**config.mk**
```make
export PLATFORM = sky130hd
export DESIGN_NAME = jtframe_ioctl_sdram
export DESIGN_NICKNAME = d
export VERILOG_FILES = /design/src/rtl/jtframe_ioctl_sdram.sv
export SDC_FILE = /design/constraint.sdc
export NUM_CORES = 1
export LEC_CHECK = 0
export BUFFER_PORTS_ARGS = -buffer_cell sky130_fd_sc_hd__buf_2
export CAP_MARGIN = 10
export CORE_ASPECT_RATIO = 1.1
export CORE_MARGIN = 2
export CORE_UTILIZATION = 40
export DETAILED_ROUTE_END_ITERATION = 12
export PLACE_DENSITY_LB_ADDON = 0.1
export REMOVE_ABC_BUFFERS = 1
export SKIP_LAST_GASP = 1
export SYNTH_ARGS = -nofsm -noshare
export SYNTH_HDL_FRONTEND = slang
export SYNTH_SLANG_ARGS = --single-unit
```
**constraint.sdc**
```tcl
create_clock -name clk_sys -period 3.1 [get_ports clk_sys]
set_input_delay 0.31 -clock clk_sys [delete_from_list [all_inputs] [get_ports clk_sys]]
set_output_delay 0.31 -clock clk_sys [all_outputs]
set_load 0.05 [all_outputs]
```
**src/rtl/jtframe_ioctl_sdram.sv**
```systemverilog
// jtframe_ioctl_sdram: packs download bytes into 16-bit words with byte enables
// and queues them in a small FIFO for the SDRAM programming port.
module jtframe_ioctl_sdram #(
  parameter int AW         = 22,
  parameter int DEPTH_LOG2 = 3,
  parameter int SWAB       = 0
)(
  input  logic          clk_sys,
  input  logic          rst_n,
  input  logic          ioctl_download,
  input  logic          ioctl_wr,
  input  logic [26:0]   ioctl_addr,
  input  logic [7:0]    ioctl_dout,
  output logic [AW-1:0] prog_addr,
  output logic [15:0]   prog_data,
  output logic [1:0]    prog_ben,
  output logic          prog_we,
  input  logic          prog_rdy,
  output logic          dwnld_busy,
  output logic          ovf
);
  localparam int DEPTH = 1 << DEPTH_LOG2;
  localparam logic [DEPTH_LOG2:0] PTR_ONE = 1;
  typedef struct packed {
    logic [AW-1:0] addr;
    logic [15:0]   data;
    logic [1:0]    ben;
  } entry_t;
  entry_t                mem_q [DEPTH];
  entry_t                mem_d [DEPTH];
  entry_t                pw_q, pw_d, push_e, head;
  logic [DEPTH_LOG2:0]   wp_q, wp_d, rp_q, rp_d;
  logic                  pw_valid_q, pw_valid_d, dl_q, ovf_q, ovf_d, busy_q, busy_d;
  logic                  acc, lane, empty, full, pop, push, wr_ok, same;
  logic [AW-1:0]         waddr;
  logic [1:0]            bmask;
  logic                  unused_addr;
  assign unused_addr = ^ioctl_addr[26:AW+1];
  assign acc   = ioctl_wr & ioctl_download;
  assign lane  = ioctl_addr[0] ^ (SWAB == 0);
  assign waddr = ioctl_addr[AW:1];
  assign bmask = lane ? 2'b10 : 2'b01;
  assign same  = pw_valid_q && waddr == pw_q.addr;
  assign empty = wp_q == rp_q;
  assign full  = wp_q[DEPTH_LOG2] != rp_q[DEPTH_LOG2] &&
                 wp_q[DEPTH_LOG2-1:0] == rp_q[DEPTH_LOG2-1:0];
  assign pop   = !empty & prog_rdy;
  assign head  = mem_q[rp_q[DEPTH_LOG2-1:0]];
  always_comb begin
    pw_d       = pw_q;
    pw_valid_d = pw_valid_q;
    push       = 1'b0;
    push_e     = pw_q;
    if (acc && same) begin
      pw_d.ben  = pw_q.ben | bmask;
      pw_d.data = lane ? {ioctl_dout, pw_q.data[7:0]} : {pw_q.data[15:8], ioctl_dout};
      push       = pw_d.ben == 2'b11;
      push_e     = pw_d;
      pw_valid_d = pw_d.ben != 2'b11;
    end else if (acc) begin
      push       = pw_valid_q;
      pw_d       = '{addr: waddr, data: {ioctl_dout, ioctl_dout}, ben: bmask};
      pw_valid_d = 1'b1;
    end else if (dl_q && !ioctl_download && pw_valid_q) begin
      push       = 1'b1;
      pw_valid_d = 1'b0;
    end
  end
  // A push into a full FIFO still fits when the head leaves on the same edge.
  always_comb begin
    wr_ok = push & (!full | pop);
    mem_d = mem_q;
    if (wr_ok) mem_d[wp_q[DEPTH_LOG2-1:0]] = push_e;
    wp_d   = wr_ok ? wp_q + PTR_ONE : wp_q;
    rp_d   = pop ? rp_q + PTR_ONE : rp_q;
    ovf_d  = (push && !wr_ok) || (ovf_q && !(!dl_q && ioctl_download));
    busy_d = ioctl_download | pw_valid_q | !empty;
  end
  always_ff @(posedge clk_sys or negedge rst_n) begin
    if (!rst_n) begin
      mem_q      <= '{default: '0};
      pw_q       <= '0;
      pw_valid_q <= 1'b0;
      wp_q       <= '0;
      rp_q       <= '0;
      dl_q       <= 1'b0;
      ovf_q      <= 1'b0;
      busy_q     <= 1'b0;
    end else begin
      mem_q      <= mem_d;
      pw_q       <= pw_d;
      pw_valid_q <= pw_valid_d;
      wp_q       <= wp_d;
      rp_q       <= rp_d;
      dl_q       <= ioctl_download;
      ovf_q      <= ovf_d;
      busy_q     <= busy_d;
    end
  end
  assign prog_we    = !empty;
  assign prog_addr  = head.addr;
  assign prog_data  = head.data;
  assign prog_ben   = head.ben;
  assign dwnld_busy = busy_q;
  assign ovf        = ovf_q;
endmodule

```
# [After elaboration in Yosys (flattened, before gate mapping)]
# Index checks and enable logic that the tools add are counted.
# Widths: inputs -> output; s select.
[word_totals] inputBits=40 register_bits=372 output_inout_bits=43 word_cells=90
[op_classes] n_addsub=2 mux=17 eq_ne=6 n_reduce_logical=19 n_lt_le_gt_ge=3 bitwise_logic=10
[op_table] op="$bwmux 320" n=1
[op_table] op="$bmux 40 s3" n=1
[op_table] op="$demux 40 s3" n=1
[op_table] op="$mux 40" n=3
[op_table] op="$mux 18" n=3
[op_table] op="$eq 22x22->1" n=1
[op_table] op="$mux 16" n=1
[op_table] op="$logic_and 1x1->1" n=9
[op_table] op="$add 4x1->4 const B" n=2
[op_table] op="$ge 4x4->1 const B" n=2
[op_table] op="$not 3->4" n=2
[op_table] op="$logic_not 1->1" n=6
[op_table] op="$mux 1" n=6
[op_table] op="$eq 4x4->1" n=1
[op_table] op="$lt 4x1->1 const B" n=1
[op_table] op="$and 1x1->1" n=3
[op_table] op="$eq 3x3->1" n=1
[op_table] op="$or 1x1->1" n=3
[op_table] op="$reduce_bool 3->1" n=1
[op_table] op="$eq 2x2->1 const B" n=1
[op_table] op="$mux 2" n=1
[op_table] op="$ne 2x2->1 const B" n=1
[op_table] op="$or 2x2->2" n=1
[op_table] op="$reduce_and 2->1" n=1
[op_table] op="4 further kinds" n=4

# [Logic depth before layout (Yosys ltp)]
# Gate-level depths: netlist of the first run.
[depth] depth_word=10 ltp_mapped=10 depth_no_buf=6

# [Least setup slack after synthesis of the first run]
# Ideal clock, no wire load.
[synth_timing] path_kind="register -> register" start="register pw_q[38] in the netlist's numbering" end="register mem_q[200] in the netlist's numbering" required_ps=2975 n_path_buf=4 arrival_ps=2409 synth_period_minus_slack_ps=2534 setup_time_ps=125 stages_incl_launch_ff=11 path_slack_ps=566 cell_sequence="dfrtp_1 buf_6 xor2_1 nor4_1 nand4_1 nor4_1 buf_2 or4b_2 clkbuf_1 buf_6 mux2_2"
[synth_between] elab_chain_cells=5 word_cells_on_any_way=7 cone_classes="eq/ne (1); mux (3); bitwise (1); reduce/logical (2)"
[synth_rtl] element="start: declaration" line_no="31" source="entry_t pw_q, pw_d, push_e, head;"
[synth_rtl] element="start signal: assignment" line_no="91" source="pw_q <= pw_d;"
[synth_rtl] element="$eq 22x22->1 (*)" line_no="43" source="assign same = pw_valid_q && waddr == pw_q.addr;"
[synth_rtl] element="$logic_and 1x1->1 (*)" line_no="43"
[synth_rtl] element="$logic_and 1x1->1 (*)" line_no="54" source="if (acc && same) begin"
[synth_rtl] element="$mux 18 or $mux 1 (tied branches)" line_no="54"
[synth_rtl] element="$bwmux 320 or $and 1x1->1 (tied branches)" line_no="73, 71"
[synth_rtl] element="end signal: assignment" line_no="90" source="mem_q <= mem_d;"
[synth_rtl] element="end: declaration" line_no="29" source="entry_t mem_q [DEPTH];"
# Mark *: on every way between the ends. The rest lies on a longest branch, timed or not.
# A chain may end at the register's enable or synchronous reset.

# [Worst setup path in the final report of the first run]
[layout_timing] start="register rp_q[0]" end="output prog_data[2]"
[layout_between] elab_chain_cells=4
[layout_rtl] element="start: declaration" line_no="32" source="logic [DEPTH_LOG2:0] wp_q, wp_d, rp_q, rp_d;"
[layout_rtl] element="start signal: assignment" line_no="94" source="rp_q <= rp_d;"
[layout_rtl] element="$not 3->4 (not written as such)" line_no="48" source="assign head = mem_q[rp_q[DEPTH_LOG2-1:0]];"
[layout_rtl] element="$bmux 40 s3" line_no="48"
[layout_rtl] element="$mux 40 (not written as such) (2 in series)" line_no="48"
[layout_rtl] element="end: declaration" line_no="15" source="output logic [15:0] prog_data,"
# No other way between the ends. The select of a mux whose other input is x is not followed.

==> qor.yml, run 1 <==
grt:
  grt_antenna_before_repair: 0
  grt_overflow: 0
  grt_pass1_vias: 10000
  track_usage_pct: 18.1
  grt_first_pass_wirelength_mm: 61.7
  grt_max_degree: 77
finish:
  areaGrowthSynthToFinish_pct: 17.1
  nFillCells: 3727
  final_util_pct: 47.5
  final_common_cell: "dfrtp_1"
  final_cells: 1768
  drive_gt1_share_pct: 59.5
  nets: 1214
  antenna_cells: 0
  most-common-layout-cells: "dfrtp_1 (369), mux2_2 (368), mux4_2 (80)"
power:
  leakage_nw: 8.90
  total_power_mw: 22.8
  pwr_density_cell_mw_per_mm2: 1130
  peakVddDrop_v: 0.000837
clock_network:
  h-tree-depth: 2
  clk_latency_ns: 0.56
  cts_buffers: 43
  clk_pin_slew_ns: 0.06
  cts_tree: "done"
  clkSinkCount: 372
  post-cts-setup-buffers: 0
  cts-root-buf: "clkbuf_16"
  cts.path.max_buffers: 3
status:
  outcome: "finished, final reports clean"
yosys:
  synth_edf_count: 0
  ys_warn_count: 0
  ys.flop_type: "dfrtp_1"
  yosysUniqueCellTypes: 38
  synthArstFlopShare_pct: 100
  synth_area_sq_mm: 0.0172
  synth-seq-area-share_pct: 54.1
  avgSynthCellArea_sq_um: 16.3
  synth_seq_cells: 372
  syn_inst: 1054
floorplan:
  core_area_sq_mm: 0.0424
  rows: 79
  start_util_pct: 40.6
  dieArea_sq_mm: 0.0447
  dieHeight_microns: 221
  die_width_microns: 202
  ios: 83
detailed_routing:
  drt_pass1_iterations: 4
  ant_nets: 0
  vias: 9249
  via_per_inst: 5.23
  wl_mm: 39.2
  drt-initial-drc-count: 306
  drc: 0
  wl_per_cell_microns: 22.2
worst_setup_path:
  critPathCaptureType: "primary output"
  crit_family: "multiplexers"
  startpoint_type: "register"
  cp_cell_sequence: "buf_12 -> mux4_2 -> mux2_2 -> buf_2"
  slowest_delay_ns: 0.58
  required_ns: 2.79
  worstSetupPathType: "register to primary output"
  crit_arrival_ns: 2.63
  path_buf_inv: 2
  cp_slowest_cell: "mux4_2"
  worstPathMaxFanout: 51
sta:
  fin_skew_ns: 0.0143
  fmax_ghz: 0.341
  worst_slack_ns: 0.163
  rsz0062_at_grt: "no"
  fin_crit_sh_pct: 94.7
  hold_viol: 0
  setup_viol: 0
  worst_slew_pin_slew_ns: 0.940
  min_period_ns: 2.94
  finalMaxSlewViolations: 0
  relSlewSlack_pct: 37.2
place:
  gp_congestion: 0.723
  pre_cts_slack_ns: 0.150
  dp_hpwl_mm: 23.8
  dp.cells: 1673
  numPortBuffers: 78
worst_hold_path:
  hold_path_class: "input pin to register"
run:
  cap_violations: 0
-- path summary, 6_finish.rpt --
path / slack (ns) / from / endpoint / depth (start not counted)
setup / recovery: 0.16 / rp_q[0]$_DFFE_PN0P_ / prog_data[2] / 4
hold / removal: 0.04 / ioctl_addr[19] / pw_q[36]$_DFFE_PN0P_ / 2
setup reg to reg: 0.20 / pw_q[22]$_DFFE_PN0P_ / mem_q[66]$_DFFE_PN0P_ / 9
hold reg to reg: 0.49 / rp_q[3]$_DFFE_PN0P_ / rp_q[3]$_DFFE_PN0P_ / 1
max in group asynchronous: 1.87 / rst_n / mem_q[217]$_DFFE_PN0P_ / 3
min in group asynchronous: 0.34 / rst_n / mem_q[286]$_DFFE_PN0P_ / 2
-- state kept, by name (all words and copies together) (netlist names) --
register and cells:
mem_q 320, pw_q 40, rp_q 4, wp_q 4
dl_q 1, dwnld_busy 1, ovf 1, pw_valid_q 1
-- cell usage after synthesis, drive strengths merged (2+ instances only) --
cell	instances	area share [%]
mux2	416	28
dfrtp	372	54
mux4	80	10
buf	66	2.7
clkbuf	25	0.58
xor2	20	1.0
xnor2	11	0.56
nand2	8	0.17
nor2	7	0.15
nor4	6	0.25
inv	4	0.087
nand2b	4	0.15
nand4	4	0.15
nor3	4	0.12
nand3	3	0.087
or3	3	0.11
or4	3	0.13
or4b	3	0.17
a21oi	2	0.058
ha	2	0.15
o2111ai	2	0.14
-- cell type report --
| class | instances | area [sq um] | share of cell area [%] |
|---|---|---|---|
| clock inverter | 8 | 76.3 | 0.379 |
| tap | 567 | 709 | 3.52 |
| timing repair buffer | 164 | 1400 | 6.95 |
| multi-input combinational | 587 | 7380 | 36.6 |
| sequential | 372 | 9320 | 46.3 |
| inverter | 4 | 15.0 | 0.0746 |
| clock buffer | 66 | 1240 | 6.17 |
-- worst reg2reg max path, delay by kind of cell (launching register included) --
kind	cells	cell delay, ns
mux	1	0.29
buf+inv	3	0.60
flops	1	0.38
simple gates	4	1.20
xor+xnor	1	0.32
-- stage by stage --
step | setup TNS, ns | area (sq um) | hold slack, ns
2_1_floorplan | -1155.83 | 16600 | 0.0144
3_3_place_gp | 0 | 18600 | 0.377
3_5_place_dp | 0 | 18600 | 0.363
4_1_cts | 0 | 20100 | 0.00173
5_1_grt | 0 | 20100 | 0.0210
6_report | 0 | 20100 | 0.0354
-- timing repair --
action,in CTS,in global routing
gates resized for setup,0,4
hold buffers,21,0
hold endpoints to repair,87,0
endpoints found under the setup margin,0,58
-- power by group --
group	switching, mW	internal, mW
clock network	1.99	2.83
logic	5.08	4.79
registers	1.09	7.00
total	8.16	14.6
-- kinds of logic (layout without fill, tap and decap cells) --
logic type | count (synthesis) | count (layout) | share of synthesized area [%]
AO/OA/AOI/OAI | 9 | 9 | 0.400
XOR/XNOR | 31 | 31 | 1.58
adder cells (fa/ha/maj) | 2 | 2 | 0.145
buffers and inverters | 95 | 242 | 3.33
flip-flops | 372 | 372 | 54.1
multiplexers | 497 | 497 | 38.8
AND/OR/NAND/NOR | 48 | 48 | 1.61
-- routing by layer --
layer	track usage, %	wire, microns	up-vias	part of all wire, %
li1	-	-	4122	-
met1	25.1	18300	4948	47
met2	29.7	19000	125	48
met3	2.67	1170	54	3.0
met4	5.24	788	0	2.0
met5	0	0	-	0
Power figures use the tool's default switching activity.
==> run 2: changes to the inputs <==
--- a/config.mk
+++ b/config.mk
@@ -8,10 +8,10 @@
 export BUFFER_PORTS_ARGS = -buffer_cell sky130_fd_sc_hd__buf_2
 export CAP_MARGIN = 10
 export CORE_ASPECT_RATIO = 1.1
-export CORE_MARGIN = 2
+export CORE_MARGIN = 5
 export CORE_UTILIZATION = 40
 export DETAILED_ROUTE_END_ITERATION = 12
-export PLACE_DENSITY_LB_ADDON = 0.1
+export PLACE_DENSITY = 0.61
 export REMOVE_ABC_BUFFERS = 1
 export SKIP_LAST_GASP = 1
 export SYNTH_ARGS = -nofsm -noshare
==> run 2 against run 1 <==
  * Total power decreased by 0.35%
  * Combinational power decreased by 0.5%
  * Highest routed layer is now met5
  * Maximum frequency decreased by 1.1%
  * Setup slack got worse by 0.032 ns
  * Global-route usage decreased by 1.9 points
  * Critical path type unchanged
  * Largest cell class unchanged
  * Register-to-register slack about the same
  * Clock power decreased by 0.8%
==> qor.yml, run 2 (synthesized netlist as in run 1, its figures left out) <==
worst_setup_path:
  path_buf_inv: 2
  crit_family: "multiplexers"
  startpoint_type: "register"
  worstSetupPathType: "register to primary output"
  required_ns: 2.79
  critPathCaptureType: "primary output"
  worstPathMaxFanout: 83
  cp_slowest_cell: "mux4_2"
  crit_arrival_ns: 2.66
  cp_cell_sequence: "buf_16 -> mux4_2 -> mux2_2 -> buf_2"
  slowest_delay_ns: 0.59
power:
  pwr_density_cell_mw_per_mm2: 1150
  leakage_nw: 8.75
  peakVddDrop_v: 0.000822
  total_power_mw: 22.7
grt:
  grt_max_degree: 90
  met2_usage_pct: 27.3
  grt_overflow: 0
  track_usage_pct: 16.2
  met1_usage_pct: 22.5
  grt_pass1_vias: 10100
  busiest_layer: "met2"
  grt_first_pass_wirelength_mm: 59.9
  met3_usage_pct: 2.87
  grt_antenna_before_repair: 1
finish:
  nets: 1178
  final_common_cell: "dfrtp_1"
  multi_input_area_sq_mm: 0.00734
  top_register: "mem_q"
  register_area_sq_mm: 0.00932
  nFillCells: 3717
  most-common-layout-cells: "dfrtp_1 (369), mux2_2 (368), mux4_2 (80)"
  areaGrowthSynthToFinish_pct: 14.9
  top_regs: "mem_q: 320 flops, pw_q: 40 flops"
  antenna_cells: 0
  drive_gt1_share_pct: 60.6
  final_cells: 1736
  largest_register_ffs: 320
floorplan:
  start_util_pct: 40.6
  ios: 83
  core_area_sq_mm: 0.0424
  die_width_microns: 208
  dieArea_sq_mm: 0.0473
  dieHeight_microns: 227
  rows: 79
clock_network:
  clk_latency_ns: 0.54
  clkSinkCount: 372
  cts-root-buf: "clkbuf_16"
  clk_pin_slew_ns: 0.06
  cts_tree: "done"
  h-tree-depth: 2
  cts.path.max_buffers: 3
  cts_buffers: 42
detailed_routing:
  drt_pass1_iterations: 4
  ant_nets: 0
  via_per_inst: 5.26
  wl_mm: 37.7
  drt-initial-drc-count: 465
  wl_per_cell_microns: 21.7
  vias: 9128
  drc: 0
place:
  gp_congestion: 0.737
  numPortBuffers: 78
  dp.cells: 1656
  dp_hpwl_mm: 22.4
sta:
  min_period_ns: 2.97
  hold_viol: 0
  relSlewSlack_pct: 43.5
  fmax_ghz: 0.337
  fin_crit_sh_pct: 95.8
  fin_skew_ns: 0.0265
  setup_viol: 0
  finalMaxSlewViolations: 0
  worst_slew_pin_slew_ns: 0.847
  tns_ns: 0
  rsz0062_at_grt: "yes"
run:
  cap_violations: 0
worst_hold_path:
  hold_path_class: "input pin to register"
status:
  outcome: "finished, final reports clean"
==> run 2: final timing paths <==
kind	start	endpoint	slack (ns)	cells past startpoint
min	ioctl_addr[1]	pw_q[18]$_DFFE_PN0P_	0.03	2
max in group asynchronous	rst_n	mem_q[199]$_DFFE_PN0P_	1.80	3
max	rp_q[0]$_DFFE_PN0P_	prog_addr[2]	0.13	4
min in group asynchronous	rst_n	mem_q[253]$_DFFE_PN0P_	0.40	2
max reg2reg	pw_q[27]$_DFFE_PN0P_	mem_q[202]$_DFFE_PN0P_	0.21	8
min reg2reg	wp_q[3]$_DFFE_PN0P_	wp_q[3]$_DFFE_PN0P_	0.49	1
==> run 2: report_power, final <==
group / internal, mW / switching, mW
Combinational: 4.73 / 5.09
Clock: 2.83 / 1.95
Sequential: 7.00 / 1.11
==> run 2: area by class of cell <==
type / count / share of cell area [%]
sequential: 372 / 47.1
multi-input combinational: 587 / 37.1
clock buffer: 61 / 6.39
timing repair buffer: 129 / 5.23
tap: 567 / 3.59
clock inverter: 16 / 0.456
inverter: 4 / 0.0759
==> run 2: repair_timing <==
action,in CTS,in global routing
gates resized for setup,0,1
hold buffers,2,0
endpoints found under the hold margin,83,0
setup buffers,0,1
endpoints found under the setup margin,0,56
==> run 2: routing by layer <==
metal  up-vias  routed length, microns
li1       4062                       -
met1      4863                   17000
met2       159                   18600
met3        42                    1580
met4         2                     537
met5         -                      13
==> run 2: per-stage QoR <==
stage	cell area (sq um)	setup slack (ns)	hold slack (ns)	util [%]
final	19800	0.131	0.0290	46.6
after global routing	19800	-0.0102	0.0287	46.6
after CTS	19800	0.0198	0.00981	46.6
after detailed placement	18400	0.0924	0.391	43.3
after global placement	18400	0.0904	0.390	43.3
after floorplan	16600	-6.27	0.0144	-
==> run 2: worst reg2reg max path, cell delays in order (launching register included) <==
cell and delay [ns]:
dfrtp_1 0.48, xor2_1 0.21, nor4_2 0.27, buf_4 0.17
o2111ai_2 0.20, or4_1 0.58, buf_4 0.22, mux2_4 0.36
mux2_2 0.27
==> run 3: changes to the inputs <==
--- a/config.mk
+++ b/config.mk
@@ -5,12 +5,14 @@
 export SDC_FILE = /design/constraint.sdc
 export NUM_CORES = 1
 export LEC_CHECK = 0
+export ABC_AREA = 1
 export BUFFER_PORTS_ARGS = -buffer_cell sky130_fd_sc_hd__buf_2
 export CAP_MARGIN = 10
 export CORE_ASPECT_RATIO = 1.1
 export CORE_MARGIN = 5
 export CORE_UTILIZATION = 40
 export DETAILED_ROUTE_END_ITERATION = 12
+export HOLD_SLACK_MARGIN = 0.03
 export PLACE_DENSITY = 0.61
 export REMOVE_ABC_BUFFERS = 1
 export SKIP_LAST_GASP = 1
==> run 3 against run 2 <==
  * Clock power fell by 1%
  * Count of clock-buffer cells in the layout did not move
  * Worst hold slack improved by 0.020 ns
  * Maximum frequency fell by 1.3%
  * Total power rose by 0.13%
  * Highest routed layer unchanged
==> qor.yml, run 3 <==
finish:
  top_regs: "mem_q: 320 flops, pw_q: 40 flops"
  top_register: "mem_q"
  most-common-layout-cells: "nand2_1 (1088), dfrtp_1 (370), nor2_1 (293)"
  largest_register_ffs: 320
  final_util_pct: 45.7
  nets: 2448
  fin_area_sq_mm: 0.0203
  antenna_cells: 0
  areaGrowthSynthToFinish_pct: 13.4
  final_cells: 3016
  final_common_cell: "nand2_1"
  drive_gt1_share_pct: 10.3
worst_setup_path:
  worstPathMaxFanout: 81
  reg2reg_setup_slack_ns: 0.11
  crit_end: "prog_ben[0]"
  crit_start: "rp_q[0]$_DFFE_PN0P_"
  required_ns: 2.79
  critPathCaptureType: "primary output"
  worstSetupPathType: "register to primary output"
  startpoint_type: "register"
  worst_r2r_endpoint: "mem_q[133]$_DFFE_PN0P_"
  crit_arrival_ns: 2.70
  r2r-start: "rp_q[0]$_DFFE_PN0P_"
  reg2reg_depth: 13
status:
  outcome: "finished, final reports clean"
clock_network:
  cts.path.max_buffers: 3
  clkSinkCount: 372
  cts_tree: "done"
  cts-root-buf: "clkbuf_16"
  h-tree-depth: 2
  post-cts-setup-buffers: 0
  clk_latency_ns: 0.54
  cts_buffers: 40
  clk_pin_slew_ns: 0.06
place:
  dp.cells: 2938
  pre_cts_slack_ns: 0.172
  numPortBuffers: 78
  dp_hpwl_mm: 30.4
  placed_area_sq_mm: 0.0189
  gp_congestion: 0.804
detailed_routing:
  drt_pass1_iterations: 5
  drc: 0
  drt-initial-drc-count: 1237
  m1WireLength_mm: 24.5
  via_per_inst: 5.21
  met2_length_mm: 26.6
  wl_per_cell_microns: 18.5
  ant_nets: 0
  highest_layer: "met5"
  vias: 15700
  route.met3.wl_mm: 3.59
  wl_mm: 55.9
power:
  total_power_mw: 22.7
  power_frac_seq_pct: 35.4
  swShare_pct: 44.2
  power.switching_mw: 10.1
  intPower_mw: 12.7
  peakVddDrop_v: 0.000719
  pwr_density_cell_mw_per_mm2: 1120
  leakage_nw: 10.5
  comb_power_share_pct: 43.8
  clock_power_share_pct: 20.7
floorplan:
  ios: 83
  die_width_microns: 212
  dieHeight_microns: 232
  start_util_pct: 40.3
  core_area_sq_mm: 0.0444
  dieArea_sq_mm: 0.0491
  rows: 81
sta:
  tns_ns: 0
  fin_skew_ns: 0.0119
  setup_viol: 0
  relSlewSlack_pct: 14.1
  rsz0062_at_grt: "yes"
  fin_crit_sh_pct: 97.1
  finalMaxSlewViolations: 0
  worst_slack_ns: 0.0910
  fmax_ghz: 0.332
  worst_slew_pin_slew_ns: 1.29
  fin_hold_ws_ns: 0.0491
  min_period_ns: 3.01
  hold_viol: 0
worst_hold_path:
  hp-start: "ioctl_addr[11]"
  hold_path_class: "input pin to register"
  hold_depth: 3
yosys:
  synth.area.mux_share_pct: 0
  syn_inst: 2374
  synth_compound_area_share_pct: 10.4
  synth_xor_xnor_area_share_pct: 0.538
  synth.largest_area_cell: "dfrtp_1"
  ys_warn_count: 0
  synth_seq_cells: 372
  yosysUniqueCellTypes: 33
  synth.most_common_cell: "nand2_1"
  synth_edf_count: 0
  synth_area_sq_mm: 0.0179
  ys_top_cells_by_area: "dfrtp_1 (52%), nand2_1 (23%), nor2_1 (6.2%)"
  synth-simple-area-share_pct: 30.5
  synthArstFlopShare_pct: 100
  synth_fa_ha_area_share_pct: 0.140
  ys.flop_type: "dfrtp_1"
  synth.top_cell.area_share_pct: 52.0
  synth_top_family_by_area: "simple AND/OR/NAND/NOR gates"
  synth-seq-area-share_pct: 52.0
  synth_common_cells: "nand2_1 (1088), dfrtp_1 (372), nor2_1 (296)"
  avgSynthCellArea_sq_um: 7.54
grt:
  grt_max_degree: 163
  grt_overflow: 0
  grt_pass1_vias: 15300
  track_usage_pct: 22.1
  grt_first_pass_wirelength_mm: 86.5
  grt_antenna_before_repair: 1
run:
  cap_violations: 0
run 3: cell types whose count changed after synthesis, sizes merged, moves of 39 or more:
cell and delta:
a31oi +40, buf +42, inv +70, mux2 -416
mux4 -80, nand2 +1082, nor2 +296, o21ai +223
o22ai +39
run 3: cells by family after synthesis:
kind of cell,Yosys count
AND/OR/NAND/NOR,1419
AO/OA/AOI/OAI,333
adder cells (fa/ha/maj),2
XOR/XNOR,11
buffers and inverters,237
flip-flops,372
run 3: cell type report:
cell class | count | area (sq um)
clock buffers | 61 | 1210
clock inverters | 10 | 82.6
fillers | 4447 | 24100
inverters | 74 | 280
multi-input cells | 1766 | 7460
flip-flops and latches | 372 | 9310
well taps | 581 | 727
repair buffers | 152 | 1210
run 3: what timing repair did:
action                     CTS  global route
setup endpoints to repair   40            14
hold endpoints to repair    61             0
pin swaps                    0             1
hold buffers                 4             0
gates resized for setup      4             2
gates cloned                 0             3
run 3: power by group through the flow:
stage / Clock (mW) / Combinational, mW / Sequential (mW)
3_5_place_dp: 0 / 9.77 / 8.08
2_1_floorplan: 0 / 6.75 / 8.14
4_1_cts: 4.81 / 9.83 / 8.02
6_report: 4.72 / 9.97 / 8.05
3_3_place_gp: 0 / 9.63 / 8.01
5_1_grt: 5.00 / 11.0 / 8.30
run 3: worst min-delay path by stage:
stage	end
after global placement	mem_q[185]$_DFFE_PN0P_
final	pw_q[28]$_DFFE_PN0P_
after CTS	pw_q[28]$_DFFE_PN0P_
after detailed placement	mem_q[225]$_DFFE_PN0P_
after floorplan	dl_q$_DFF_PN0_
after global routing	pw_q[26]$_DFFE_PN0P_
run 3: critical path, cell delays in order (launching register included):
cell and delay (ns):
dfrtp_4 0.54, inv_4 0.13, buf_16 0.31, o21ai_0 0.13
o22ai_1 0.17, nor2_1 0.06, a31oi_1 0.37, buf_2 0.36
run 3: metal layers:
metal  global-route usage [%]  vias up
li1                         -     7506
met1                     30.4     7586
met2                     36.9      536
met3                     2.91       92
met4                     6.06        2
met5                        0        -
